[src/rtl/uart_frame_parser.sv]
// uart_frame_parser: assembles SOF/CMD/LEN/payload/XOR frames from UART bytes.
// Optional inter-byte timeout: define UART_FRAME_TIMEOUT_EN.
module uart_frame_parser #(
   parameter int         MAX_LEN     = 8,
   parameter logic [7:0] SOF         = 8'hAA,
   parameter int         TIMEOUT_CYC = 50000,
   parameter int         LW          = $clog2(MAX_LEN+1)
) (
   input  logic          clk,
   input  logic          rst,
   input  logic          rxReady,
   input  logic [7:0]    rxOut,
   input  logic          frameAck,
   input  logic [LW-1:0] rdAddr,
   output logic [7:0]    rdData,
   output logic          frameValid,
   output logic [7:0]    frameCmd,
   output logic [LW-1:0] frameLen,
   output logic          lenErr,
   output logic          chkErr,
   output logic          ovrErr,
   output logic          toErr
);

   localparam int IW = (MAX_LEN > 1) ? $clog2(MAX_LEN) : 1;
   localparam logic [7:0]    MAXB = 8'(MAX_LEN);
   localparam logic [LW-1:0] MAXA = LW'(MAX_LEN);
   localparam logic [LW-1:0] ONE  = LW'(1);

   typedef enum logic [2:0] {
      S_IDLE, S_CMD, S_LEN, S_PAY, S_CHK, S_HOLD
   } state_t;

   state_t        state_q, state_d;
   logic          rx_q, acc_q;
   logic [7:0]    byte_q;
   logic [7:0]    cmd_q, cmd_d;
   logic [7:0]    chk_q, chk_d;
   logic [LW-1:0] len_q, len_d;
   logic [LW-1:0] cnt_q, cnt_d;
   logic [7:0]    rd_q;
   logic          buf_we;
   logic          to_hit;
   logic [7:0]    buf_q [MAX_LEN];

   // Rising-edge detect on rxReady; byte captured on the rise cycle
   always_ff @(posedge clk or negedge rst) begin
      if (!rst) begin
         rx_q   <= 1'b0;
         acc_q  <= 1'b0;
         byte_q <= '0;
      end else begin
         rx_q  <= rxReady;
         acc_q <= rxReady & ~rx_q;
         if (rxReady & ~rx_q) byte_q <= rxOut;
      end
   end

`ifdef UART_FRAME_TIMEOUT_EN
   localparam int TW = (TIMEOUT_CYC > 1) ? $clog2(TIMEOUT_CYC) : 1;
   localparam logic [TW-1:0] TOP  = TW'(TIMEOUT_CYC - 1);
   localparam logic [TW-1:0] TONE = TW'(1);

   logic [TW-1:0] to_q, to_d;
   logic          busy;

   // Idle-gap counter, only runs while a frame is partially received
   always_comb begin
      busy   = (state_q == S_CMD) || (state_q == S_LEN) ||
               (state_q == S_PAY) || (state_q == S_CHK);
      to_hit = busy && !acc_q && (to_q == TOP);
      to_d   = to_q + TONE;
      if (!busy || acc_q || to_hit) to_d = '0;
   end

   // Timeout counter register
   always_ff @(posedge clk or negedge rst) begin
      if (!rst) to_q <= '0;
      else      to_q <= to_d;
   end
`else
   assign to_hit = 1'b0;
`endif

   // State register
   always_ff @(posedge clk or negedge rst) begin
      if (!rst) state_q <= S_IDLE;
      else      state_q <= state_d;
   end

   // Next-state logic
   always_comb begin
      state_d = state_q;
      if (to_hit) begin
         state_d = S_IDLE;
      end else begin
         unique case (state_q)
            S_IDLE:
               if (acc_q && byte_q == SOF) state_d = S_CMD;
            S_CMD:
               if (acc_q) state_d = S_LEN;
            S_LEN:
               if (acc_q) begin
                  if (byte_q > MAXB)      state_d = S_IDLE;
                  else if (byte_q == '0)  state_d = S_CHK;
                  else                    state_d = S_PAY;
               end
            S_PAY:
               if (acc_q && cnt_q == len_q - ONE)
                  state_d = S_CHK;
            S_CHK:
               if (acc_q)
                  state_d = (byte_q == chk_q) ? S_HOLD : S_IDLE;
            S_HOLD:
               if (frameAck) state_d = S_IDLE;
            default:
               state_d = S_IDLE;
         endcase
      end
   end

   // Frame datapath updates on each accepted byte
   always_comb begin
      cmd_d  = cmd_q;
      chk_d  = chk_q;
      len_d  = len_q;
      cnt_d  = cnt_q;
      buf_we = 1'b0;
      if (acc_q) begin
         unique case (state_q)
            S_CMD: begin
               cmd_d = byte_q;
               chk_d = byte_q;
            end
            S_LEN: begin
               chk_d = chk_q ^ byte_q;
               len_d = byte_q[LW-1:0];
               cnt_d = '0;
            end
            S_PAY: begin
               chk_d  = chk_q ^ byte_q;
               cnt_d  = cnt_q + ONE;
               buf_we = 1'b1;
            end
            default: ;
         endcase
      end
   end

   // Datapath registers
   always_ff @(posedge clk or negedge rst) begin
      if (!rst) begin
         cmd_q <= '0;
         chk_q <= '0;
         len_q <= '0;
         cnt_q <= '0;
      end else begin
         cmd_q <= cmd_d;
         chk_q <= chk_d;
         len_q <= len_d;
         cnt_q <= cnt_d;
      end
   end

   // Payload buffer write; contents need no reset
   always_ff @(posedge clk) begin
      if (buf_we) buf_q[cnt_q[IW-1:0]] <= byte_q;
   end

   // Registered read port, out-of-range index reads zero
   always_ff @(posedge clk or negedge rst) begin
      if (!rst)               rd_q <= '0;
      else if (rdAddr < MAXA) rd_q <= buf_q[rdAddr[IW-1:0]];
      else                    rd_q <= '0;
   end

   // Error pulses, mutually exclusive by state
   always_comb begin
      lenErr = 1'b0;
      chkErr = 1'b0;
      ovrErr = 1'b0;
      toErr  = to_hit;
      if (acc_q) begin
         unique case (1'b1)
            state_q == S_LEN:  lenErr = byte_q > MAXB;
            state_q == S_CHK:  chkErr = byte_q != chk_q;
            state_q == S_HOLD: ovrErr = 1'b1;
            default: ;
         endcase
      end
   end

   assign frameValid = (state_q == S_HOLD);
   assign frameCmd   = cmd_q;
   assign frameLen   = len_q;
   assign rdData     = rd_q;

endmodule

[config.mk]
export PLATFORM = sky130hd
export DESIGN_NAME = uart_frame_parser
export DESIGN_NICKNAME = d
export VERILOG_FILES = /design/src/rtl/uart_frame_parser.sv
export SDC_FILE = /design/constraint.sdc
export NUM_CORES = 1
export LEC_CHECK = 0
export ABC_CLOCK_PERIOD_IN_PS = 2200
export CORE_MARGIN = 1.5
export CORE_UTILIZATION = 50
export DETAILED_ROUTE_END_ITERATION = 10
export PLACE_DENSITY = 0.78
export SKIP_LAST_GASP = 1
export SYNTH_ARGS = -nofsm -noshare
export SYNTH_HDL_FRONTEND = slang
export SYNTH_SLANG_ARGS = --single-unit
[constraint.sdc]
create_clock -name clk -period 2.2 [get_ports clk]
set_input_delay 0.22 -clock clk [delete_from_list [all_inputs] [get_ports clk]]
set_output_delay 0.22 -clock clk [all_outputs]
set_load 0.02 [all_outputs]
==> parameters.txt, run 1 <==
Parameter                              Value

Synth
  Flop and latch count out of synthesis    109
  Netlist cell types    44
  Post-synth design cell area    4554 um^2
  Syn avg cell area    15.33 um^2
  Total number of yosys warnings    0
  Post-synthesis instance total    just under 300
  Net count after synthesis    around 320
  Post-synthesis sequential area ratio    66.92%

Placed design
  Final HPWL from detailed placement    5903 um
  Gp weighted congestion    0.9275
  Port bufs    39

Power and ir drop
  Comb power frac    9.4%
  Clk network pwr share    a little under a third
  Switching pwr    about 0.95 mW
  Internal power consumption    2.845 mW
  IR drop worst, VDD    0.4764 mV
  Power share of the sequential group    60.2%
  Power density cells    just over 700 nW/um^2
  Lkg Pwr    1.975 nW
  Switching power as a share of total power    24.95%

Timing
  Fin crit share    96.05%
  RSZ-0062 raised after global routing    no
  Relative slew slack    57.80%
  Worst slew pin tran    630.6 ps
  Final number of setup-violating endpoints    0
  Final total negative setup slack    0 ps
  Final number of max-transition violations    0
  Max Clock Freq    473.2 MHz
  Time the final worst path needs with I/O delays and setup    2113 ps
  Endpoints failing hold    0
  Worst setup skew after layout    11.30 ps

Worst setup path
  Endpoint class of the critical path    primary output
  Depth of the worst register-to-register path    5
  Data arrival time at the worst-slack endpoint    1890 ps
  Endpoint required time on the critical path    1980 ps
  Category of the critical setup timing path    flip-flop to primary output
  Worst Path Max Fanout    8
  Kind of launch point of the worst setup path    flip-flop

Hold path
  Hold Crit Depth    1
  Hold crit path type    input pin to flip-flop

Cells and area
  Register area    3049 um^2
  Util after Layout    between 60% and 70%
  Most frequent standard cell in the layout excluding fill and tap cells    sky130_fd_sc_hd__edfxtp_1
  Area taken by multi-input logic gates    1393 um^2
  Net count, final    around 370
  Area growth syn-to-layout    17.83%
  Fill cells    650
  Fraction of final layout cells with drive strength greater than 1    between 20% and 30%
  Commonest non-fill, non-tap cells in the layout    sky130_fd_sc_hd__edfxtp_1 (64), sky130_fd_sc_hd__dfrtp_1 (44), sky130_fd_sc_hd__clkdlybuf4s50_1 (36)
  ANT cells    0

Routing
  Number of detailed-routing iterations run before antenna repair    4
  Total via count in the routed design    ~2600
  Final wirelength    8596 um
  Post-route DRC    0
  Routed wire length per instance    between 15 and 20 um
  Number of design-rule violations left by the first detailed-router iteration    122
  Antenna-violating nets left    0
  Via density    5.609

Run
  Number of maximum-capacitance constraint violations    0

Global routing
  Maximum number of pins on one net before global-route repair    22
  Global-route total usage across every layer    between 10% and 20%
  GR Overflow Total    0
  Global-route wire length before repair    14070 um
  Via count of the first global-routing pass    roughly 2600
  Initial antenna violation count    0

Floorplan
  Initial Util    51.97%
  Die span in y    98.44 um
  Width of the chip    98.44 um
  Placeable core region    8763 um^2
  Number of ports placed on the die boundary    41
  Number of placement rows    34
  Die Footprint    slightly below 10000 um^2

Clock tree
  Register clock-pin slew on the reported worst setup and hold paths    110 ps
  Clock tree from TritonCTS    done
  Clock sink total    between 100 and 150
  Largest buffer count on any clock path    2
  Cts bufs inserted    9
  CTS root buffer    sky130_fd_sc_hd__clkbuf_8
  Skew-Pair Late Insertion Delay    370 ps
  Post-CTS repair timing setup buffer count    0
  Deepest level of the CTS H-tree    3

Outcome
  Result of the run    completed
==> synthesized netlist by cell type (all sizes together) <==
| library cell | number | area [um^2] |
|---|---|---|
| nor2 | 23 | 88.84 |
| a22o | 1 | 8.760 |
| o2bb2ai | 1 | 8.760 |
| a21boi | 1 | 7.510 |
| inv | 6 | 22.52 |
| and3 | 1 | 6.260 |
| mux2 | 18 | 206.4 |
| a311o | 1 | 10.01 |
| buf | 13 | 82.58 |
| or3 | 1 | 6.260 |
| ha | 2 | 25.02 |
| nand3 | 2 | 10.01 |
| nor3 | 6 | 30.03 |
| nand2 | 28 | 107.6 |
| o32ai | 1 | 16.27 |
| nand2b | 2 | 12.51 |
| nor4 | 4 | 25.02 |
| dfrtp | 45 | 1126 |
| conb | 1 | 3.750 |
| nand4 | 5 | 37.53 |
| mux4 | 16 | 360.4 |
| edfxtp | 64 | 1922 |
| or2 | 1 | 6.260 |
| nand4b | 1 | 8.760 |
| a311oi | 1 | 15.01 |
| o22ai | 1 | 6.260 |
| a21oi | 4 | 20.02 |
| nor2b | 2 | 20.02 |
| xnor2 | 12 | 105.1 |
| o31ai | 1 | 7.510 |
| mux2i | 9 | 90.09 |
| xor2 | 10 | 87.58 |
| o21ai | 6 | 30.02 |
| clkbuf | 5 | 18.77 |
| a211oi | 2 | 15.01 |
==> cell type report <==
cell class	instances	share of cell area [%]
Clock inverter	7	1.212
Clock buffer	9	2.308
Inverter	6	0.4197
Timing Repair Buffer	63	10.77
Tap cell	108	2.518
Sequential cell	109	56.82
Multi-Input combinational cell	164	25.95
==> logic make-up (layout without fill, tap and decap cells) <==
family | count (synthesis) | after routing | synth area share, %
fa+ha+maj | 2 | 2 | 0.5494
buf+inv | 24 | 85 | 2.720
other cells | 1 | 1 | 0.08234
mux | 43 | 43 | 14.42
compound gates | 20 | 20 | 3.187
flops | 109 | 109 | 66.92
xor+xnor | 22 | 22 | 4.231
simple gates | 76 | 76 | 7.885
==> power by group through the flow <==
stage / logic [mW] / registers (mW) / clock network [mW]
6_report: 0.356 / 2.28 / 1.15
3_3_place_gp: 0.343 / 2.32 / 0
4_1_cts: 0.358 / 2.28 / 1.18
2_1_floorplan: 0.155 / 2.35 / 0
3_5_place_dp: 0.355 / 2.33 / 0
5_1_grt: 0.389 / 2.29 / 1.24
==> final timing paths <==
check | from | endpoint | slack [ps]
max | state_q[0] | frameValid | 90
min | rxReady | rx_q | 290
max reg2reg | state_q[2] | buf_q[0][0] | 270
min reg2reg | frameCmd[1] | frameCmd[1] | 520
max in group asynchronous | rst | state_q[2] | 1230
min in group asynchronous | rst | rdData[0] | 350
==> metrics by stage <==
step | worst slack [ps] | hold slack, ps | std cells | instance area (um^2) | power (mW)
floorplan | 44.82 | -75.59 | 297 | 4554 | 2.508
global placement | 283.9 | 216.6 | 449 | 5159 | 2.668
detailed placement | 223.7 | 226.7 | 449 | 5159 | 2.682
CTS | 76.52 | 277.9 | 466 | 5356 | 3.818
global route | 7.440 | 292.3 | 466 | 5366 | 3.922
finish | 86.85 | 293.0 | 466 | 5366 | 3.791
==> registers in the layout, indices dropped and copies added, names as in the netlist <==
signal / flops
rx_q: 1
byte_q: 8
state_q: 3
acc_q: 1
cnt_q: 4
chk_q: 8
frameLen: 4
rdData: 8
buf_q: 64
frameCmd: 8
==> repair_timing <==
item,in CTS,in global routing
hold endpoints to repair,19,0
resized for setup,3,2
setup endpoints to repair,3,1
hold buffers,1,0
==> routing by layer <==
| layer | part of all wire [%] | track usage, % | vias to the layer above |
|---|---|---|---|
| met1 | 42 | 24.72 | 1323 |
| met5 | 0 | 0 | - |
| met2 | 51 | 32.03 | 78 |
| met4 | 1.9 | 7.042 | 0 |
| li1 | - | - | 1197 |
| met3 | 4.7 | 4.894 | 16 |
==> worst max-delay path, stage by stage (launching register included) <==
cell and delay (ps):
sky130_fd_sc_hd__dfrtp_2 480, sky130_fd_sc_hd__buf_4 180, sky130_fd_sc_hd__nand2_1 70, sky130_fd_sc_hd__nor2_1 150
sky130_fd_sc_hd__clkdlybuf4s50_1 640
No activity file was read; power rests on OpenSTA's default activity.
==> run 2: changes to the inputs <==
- PLACE_DENSITY: 0.78 -> 0.76
==> run 2 against run 1 <==
Fmax grew 3.4%. Setup slack better by 70 ps. Non-clock buffer count unchanged. Critical path type unchanged. Core utilization hardly changed. Final cell count unchanged. Largest cell class unchanged.
==> parameters.txt, run 2 (same netlist as run 1, synthesis figures left out) <==
Parameter                              Value

Outcome
  Result of the run    completed

Power and ir drop
  Lkg Pwr    1.977 nW
  Power share of the sequential group    59.5%
  Switching power as a share of total power    23.37%
  Power density cells    718.1 nW/um^2
  Clk network pwr share    31.8%
  IR drop worst, VDD    between 0.4 and 0.5 mV
  Comb power frac    8.7%
  Switching pwr    around 0.90 mW
  Internal power consumption    2.954 mW

Worst setup path
  Data arrival time at the worst-slack endpoint    around 1800 ps
  Worst Path Max Fanout    8
  Delay of the slowest cell on the worst path    620 ps
  Cells along the critical path    buf_4 -> nand2_1 -> nor2_1 -> clkdlybuf4s50_1
  Worst R2R Setup Slack    270 ps
  Library cell contributing the largest single delay on the critical path    sky130_fd_sc_hd__clkdlybuf4s50_1
  Endpoint required time on the critical path    1980 ps
  Kind of launch point of the worst setup path    flip-flop
  Category of the critical setup timing path    flip-flop to primary output
  Endpoint class of the critical path    primary output

Global routing
  Global Route met2 Usage    31.77%
  Fraction of met1 tracks used by global routing    25.46%
  Via count of the first global-routing pass    2651
  Global-route wire length before repair    between 10000 and 15000 um
  GR Overflow Total    0
  Maximum number of pins on one net before global-route repair    20
  GR met3 Demand/Resource    about 4.7%
  Initial antenna violation count    0
  Layer with the highest usage after global routing    met2
  Global-route total usage across every layer    just under 20%

Timing
  Max Clock Freq    around 490 MHz
  Fin crit share    92.88%
  RSZ-0062 raised after global routing    no
  Time the final worst path needs with I/O delays and setup    2043 ps
  Final number of setup-violating endpoints    0
  Relative slew slack    59.65%
  Final total negative setup slack    0 ps
  Worst setup skew after layout    10.15 ps
  Worst slew pin tran    603.0 ps
  Slack of the critical path    between 150 and 200 ps
  Endpoints failing hold    0
  Final number of max-transition violations    0

Cells and area
  Area taken by multi-input logic gates    1383 um^2
  Area growth syn-to-layout    17.88%
  Largest register FFs    64
  ANT cells    0
  Fraction of final layout cells with drive strength greater than 1    22.63%
  Fill cells    677
  Commonest non-fill, non-tap cells in the layout    sky130_fd_sc_hd__edfxtp_1 (64), sky130_fd_sc_hd__dfrtp_1 (44), sky130_fd_sc_hd__clkdlybuf4s50_1 (36)
  Net count, final    371
  Register area    3049 um^2
  Most frequent standard cell in the layout excluding fill and tap cells    sky130_fd_sc_hd__edfxtp_1

Floorplan
  Die span in y    98.44 um
  Die Footprint    ~9700 um^2
  Number of ports placed on the die boundary    41
  Number of placement rows    34
  Width of the chip    just under 100 um
  Initial Util    51.97%
  Placeable core region    around 8800 um^2

Routing
  Final wirelength    8527 um
  Number of design-rule violations left by the first detailed-router iteration    143
  Antenna-violating nets left    0
  Number of detailed-routing iterations run before antenna repair    4
  Via density    5.502
  Total via count in the routed design    2564
  Routed wire length per instance    roughly 18 um
  Post-route DRC    0

Clock tree
  Deepest level of the CTS H-tree    3
  Skew-Pair Late Insertion Delay    370 ps
  Cts bufs inserted    9
  Clock tree from TritonCTS    done
  Clock sink total    109
  Register clock-pin slew on the reported worst setup and hold paths    100 ps
  CTS root buffer    sky130_fd_sc_hd__clkbuf_8
  Largest buffer count on any clock path    2

Placed design
  DP Worst Slack    259.8 ps
  Final HPWL from detailed placement    just under 6000 um
  Port bufs    39
  Gp weighted congestion    around 0.85

Hold path
  Hold crit path type    input pin to asynchronous set/reset pin

Run
  Number of maximum-capacitance constraint violations    0
==> run 2: repair_timing <==
| item | CTS | global route |
|---|---|---|
| gates cloned | 0 | 0 |
| hold buffers | 1 | 0 |
| setup endpoints to repair | 2 | 3 |
| resized for setup | 2 | 4 |
| buffers inserted | 0 | 0 |
| endpoints found under the hold margin | 13 | 0 |
==> run 2: power groups by stage <==
stage / clock network, mW / registers [mW] / logic, mW
after floorplan: 0 / 2.35 / 0.155
after global placement: 0 / 2.34 / 0.330
after detailed placement: 0 / 2.34 / 0.337
after CTS: 1.26 / 2.29 / 0.340
after global routing: 1.33 / 2.30 / 0.366
final: 1.22 / 2.29 / 0.336
==> run 2: layout make-up <==
| cell class | instances | share of cell area, % |
|---|---|---|
| repair buffers | 63 | 10.70 |
| well taps | 108 | 2.517 |
| clock inverters | 6 | 1.445 |
| clock buffers | 10 | 2.377 |
| inverters | 6 | 0.4195 |
| multi-input cells | 164 | 25.75 |
| flip-flops and latches | 109 | 56.79 |
==> run 2: worst paths after layout <==
check / cells past startpoint / end / startpoint
hold / removal: 2 / rdData[1] / rst
hold reg to reg: 1 / frameCmd[7] / frameCmd[7]
setup reg to reg: 5 / buf_q[0][5] / state_q[2]
max in group asynchronous: 3 / frameLen[1] / rst
min in group clk: 1 / rx_q / rxReady
setup / recovery: 4 / frameValid / state_q[0]
==> run 2: per-stage QoR <==
step | area (um^2) | instances | utilization, % | power, mW | hold WS, ps
global placement | 5159 | 449 | 58.87 | 2.666 | 166.8
global route | 5369 | 466 | 61.27 | 3.998 | 324.4
CTS | 5371 | 466 | 61.29 | 3.893 | 307.2
finish | 5369 | 466 | 61.27 | 3.855 | 308.1
detailed placement | 5159 | 449 | 58.87 | 2.674 | 177.1
floorplan | 4554 | 297 | - | 2.508 | -75.59
==> run 2: worst max-delay path, delay by kind of cell, from the launching register on <==
kind / cells / cell delay, ps
AND/OR/NAND/NOR: 2 / 190
flip-flops: 1 / 460
buffers and inverters: 2 / 810
==> run 2: metal layers <==
metal,routed length (um),vias up
met4,174,0
li1,-,1192
met5,0,-
met1,3734,1268
met2,4208,85
met3,409,19
==> run 3: changes to the inputs <==
- CAP_MARGIN: not set -> 10
- CELL_PAD_IN_SITES_DETAIL_PLACEMENT: not set -> 1
- CELL_PAD_IN_SITES_GLOBAL_PLACEMENT: not set -> 1
- CORE_UTILIZATION: 50 -> 43
- PLACE_DENSITY: 0.76 -> 0.77
==> run 3 against run 2 <==
Die area up 16%. Core utilization down 8.7 points. Hold slack worse by 6.1 ps. Wire length up 16%. Final cell count up 6.4%. Critical path type unchanged.
==> parameters.txt, run 3 (same netlist as run 1, synthesis figures left out) <==
Parameter                              Value

Worst setup path
  Worst Path Max Fanout    9
  Worst R2R Setup Slack    210 ps
  Endpoint required time on the critical path    1980 ps
  Category of the critical setup timing path    flip-flop to primary output
  Depth of the worst register-to-register path    5
  Kind of launch point of the worst setup path    flip-flop
  Reg-to-reg critical path startpoint    state_q[2]
  Terminus of the critical flop-to-flop path    buf_q[0][0]
  Data arrival time at the worst-slack endpoint    1870 ps
  Endpoint class of the critical path    primary output

Routing
  Routed wire length per instance    between 15 and 20 um
  Via density    5.276
  Post-route DRC    0
  Number of detailed-routing iterations run before antenna repair    4
  Antenna-violating nets left    0
  Total via count in the routed design    2617
  Final wirelength    9886 um
  Number of design-rule violations left by the first detailed-router iteration    95

Timing
  Fin crit share    between 90% and 100%
  Max Clock Freq    479.0 MHz
  Relative slew slack    57.03%
  Final number of setup-violating endpoints    0
  RSZ-0062 raised after global routing    no
  Final number of max-transition violations    0
  Time the final worst path needs with I/O delays and setup    2088 ps
  Slack of the critical path    approximately 110 ps
  Worst setup skew after layout    11.04 ps
  Final total negative setup slack    0 ps
  Endpoints failing hold    0
  Worst slew pin tran    ~640 ps

Hold path
  Hold path startpoint    rxReady
  Worst hold endpoint    rx_q
  Hold Crit Depth    1
  Hold crit path type    input pin to flip-flop

Power and ir drop
  Overall power after layout    3.786 mW
  Power density cells    701.2 nW/um^2
  IR drop worst, VDD    0.3701 mV
  Lkg Pwr    1.984 nW

Global routing
  Via count of the first global-routing pass    2864
  GR Overflow Total    0
  Global-route total usage across every layer    19.39%
  Maximum number of pins on one net before global-route repair    28
  Global-route wire length before repair    16060 um
  Initial antenna violation count    0

Placed design
  Gp weighted congestion    0.8333
  Final HPWL from detailed placement    6966 um
  DP Worst Slack    239.7 ps
  Port bufs    39

Cells and area
  Area growth syn-to-layout    18.54%
  Largest register FFs    64
  ANT cells    0
  Net count, final    approximately 370
  Fraction of final layout cells with drive strength greater than 1    22.78%
  Most frequent standard cell in the layout excluding fill and tap cells    sky130_fd_sc_hd__edfxtp_1
  Commonest non-fill, non-tap cells in the layout    sky130_fd_sc_hd__edfxtp_1 (64), sky130_fd_sc_hd__dfrtp_1 (44), sky130_fd_sc_hd__clkdlybuf4s50_1 (36)

Clock tree
  Largest buffer count on any clock path    2
  Clock tree from TritonCTS    done
  CTS root buffer    sky130_fd_sc_hd__clkbuf_8
  Register clock-pin slew on the reported worst setup and hold paths    110 ps
  Clock sink total    109
  Skew-Pair Late Insertion Delay    370 ps
  Deepest level of the CTS H-tree    3
  Post-CTS repair timing setup buffer count    0
  Cts bufs inserted    9

Floorplan
  Number of placement rows    37
  Die Footprint    11220 um^2
  Initial Util    44.31%
  Die span in y    105.9 um
  Width of the chip    105.9 um
  Number of ports placed on the die boundary    41
  Placeable core region    about 10000 um^2

Outcome
  Result of the run    completed

Run
  Number of maximum-capacitance constraint violations    0
-- run 3: stage by stage --
stage,utilization [%],hold WS [ps],instance area (um^2),instances
floorplan,-,-75.59,4554,297
global placement,50.68,282.8,5209,479
detailed placement,50.68,281.8,5209,479
CTS,52.52,281.6,5398,496
global route,52.53,303.3,5399,496
finish,52.53,302.0,5399,496
-- run 3: metal layers --
metal | up-vias | routed length [um] | share of wire (%) | track usage, %
li1 | 1200 | - | - | -
met2 | 62 | 5115 | 52 | 32.98
met1 | 1346 | 4362 | 44 | 25.66
met3 | 9 | 322 | 3.3 | 3.250
met5 | - | 0 | 0 | 0
met4 | 0 | 86 | 0.87 | 5.985
-- run 3: how the worst max path moves through the flow --
stage               slack (ps)        from  depth (start not counted)          end
global placement           270  state_q[2]                          4       lenErr
detailed placement         240  state_q[2]                          5  buf_q[0][4]
floorplan                   40  state_q[2]                          5  buf_q[0][0]
global route                 5  state_q[2]                          4       lenErr
CTS                         30  state_q[0]                          4       ovrErr
finish                     110  state_q[2]                          4       lenErr
-- run 3: final cells by class --
cell class                      instances  area [um^2]
Clock buffer                           11        141.4
Clock inverter                          5        40.04
Fill cell                            1031         4878
Inverter                                6        22.52
Multi-Input combinational cell        164         1383
Sequential cell                       109         3049
Tap cell                              136        170.2
Timing Repair Buffer                   65        593.1
-- run 3: timing repair --
action,CTS,global route
hold endpoints to repair,25,0
gates resized for setup,2,1
hold buffers,1,0
cloned,0,0
setup endpoints to repair,2,2
-- run 3: worst max-delay path: stages, from the launching register on --
cell and delay (ps):
sky130_fd_sc_hd__dfrtp_1 490, sky130_fd_sc_hd__nor2b_4 220, sky130_fd_sc_hd__nand2_2 160, sky130_fd_sc_hd__a211oi_1 260, sky130_fd_sc_hd__dlygate4sd2_1 370
-- run 3: power breakdown --
| group | leakage, nW | internal [mW] | total, mW | switching, mW |
|---|---|---|---|---|
| registers | 1.17 | 2.24 | 2.29 | 0.0467 |
| clock network | 0.0947 | 0.457 | 1.15 | 0.689 |
| logic | 0.717 | 0.163 | 0.349 | 0.186 |
| total | 1.98 | 2.86 | 3.79 | 0.923 |
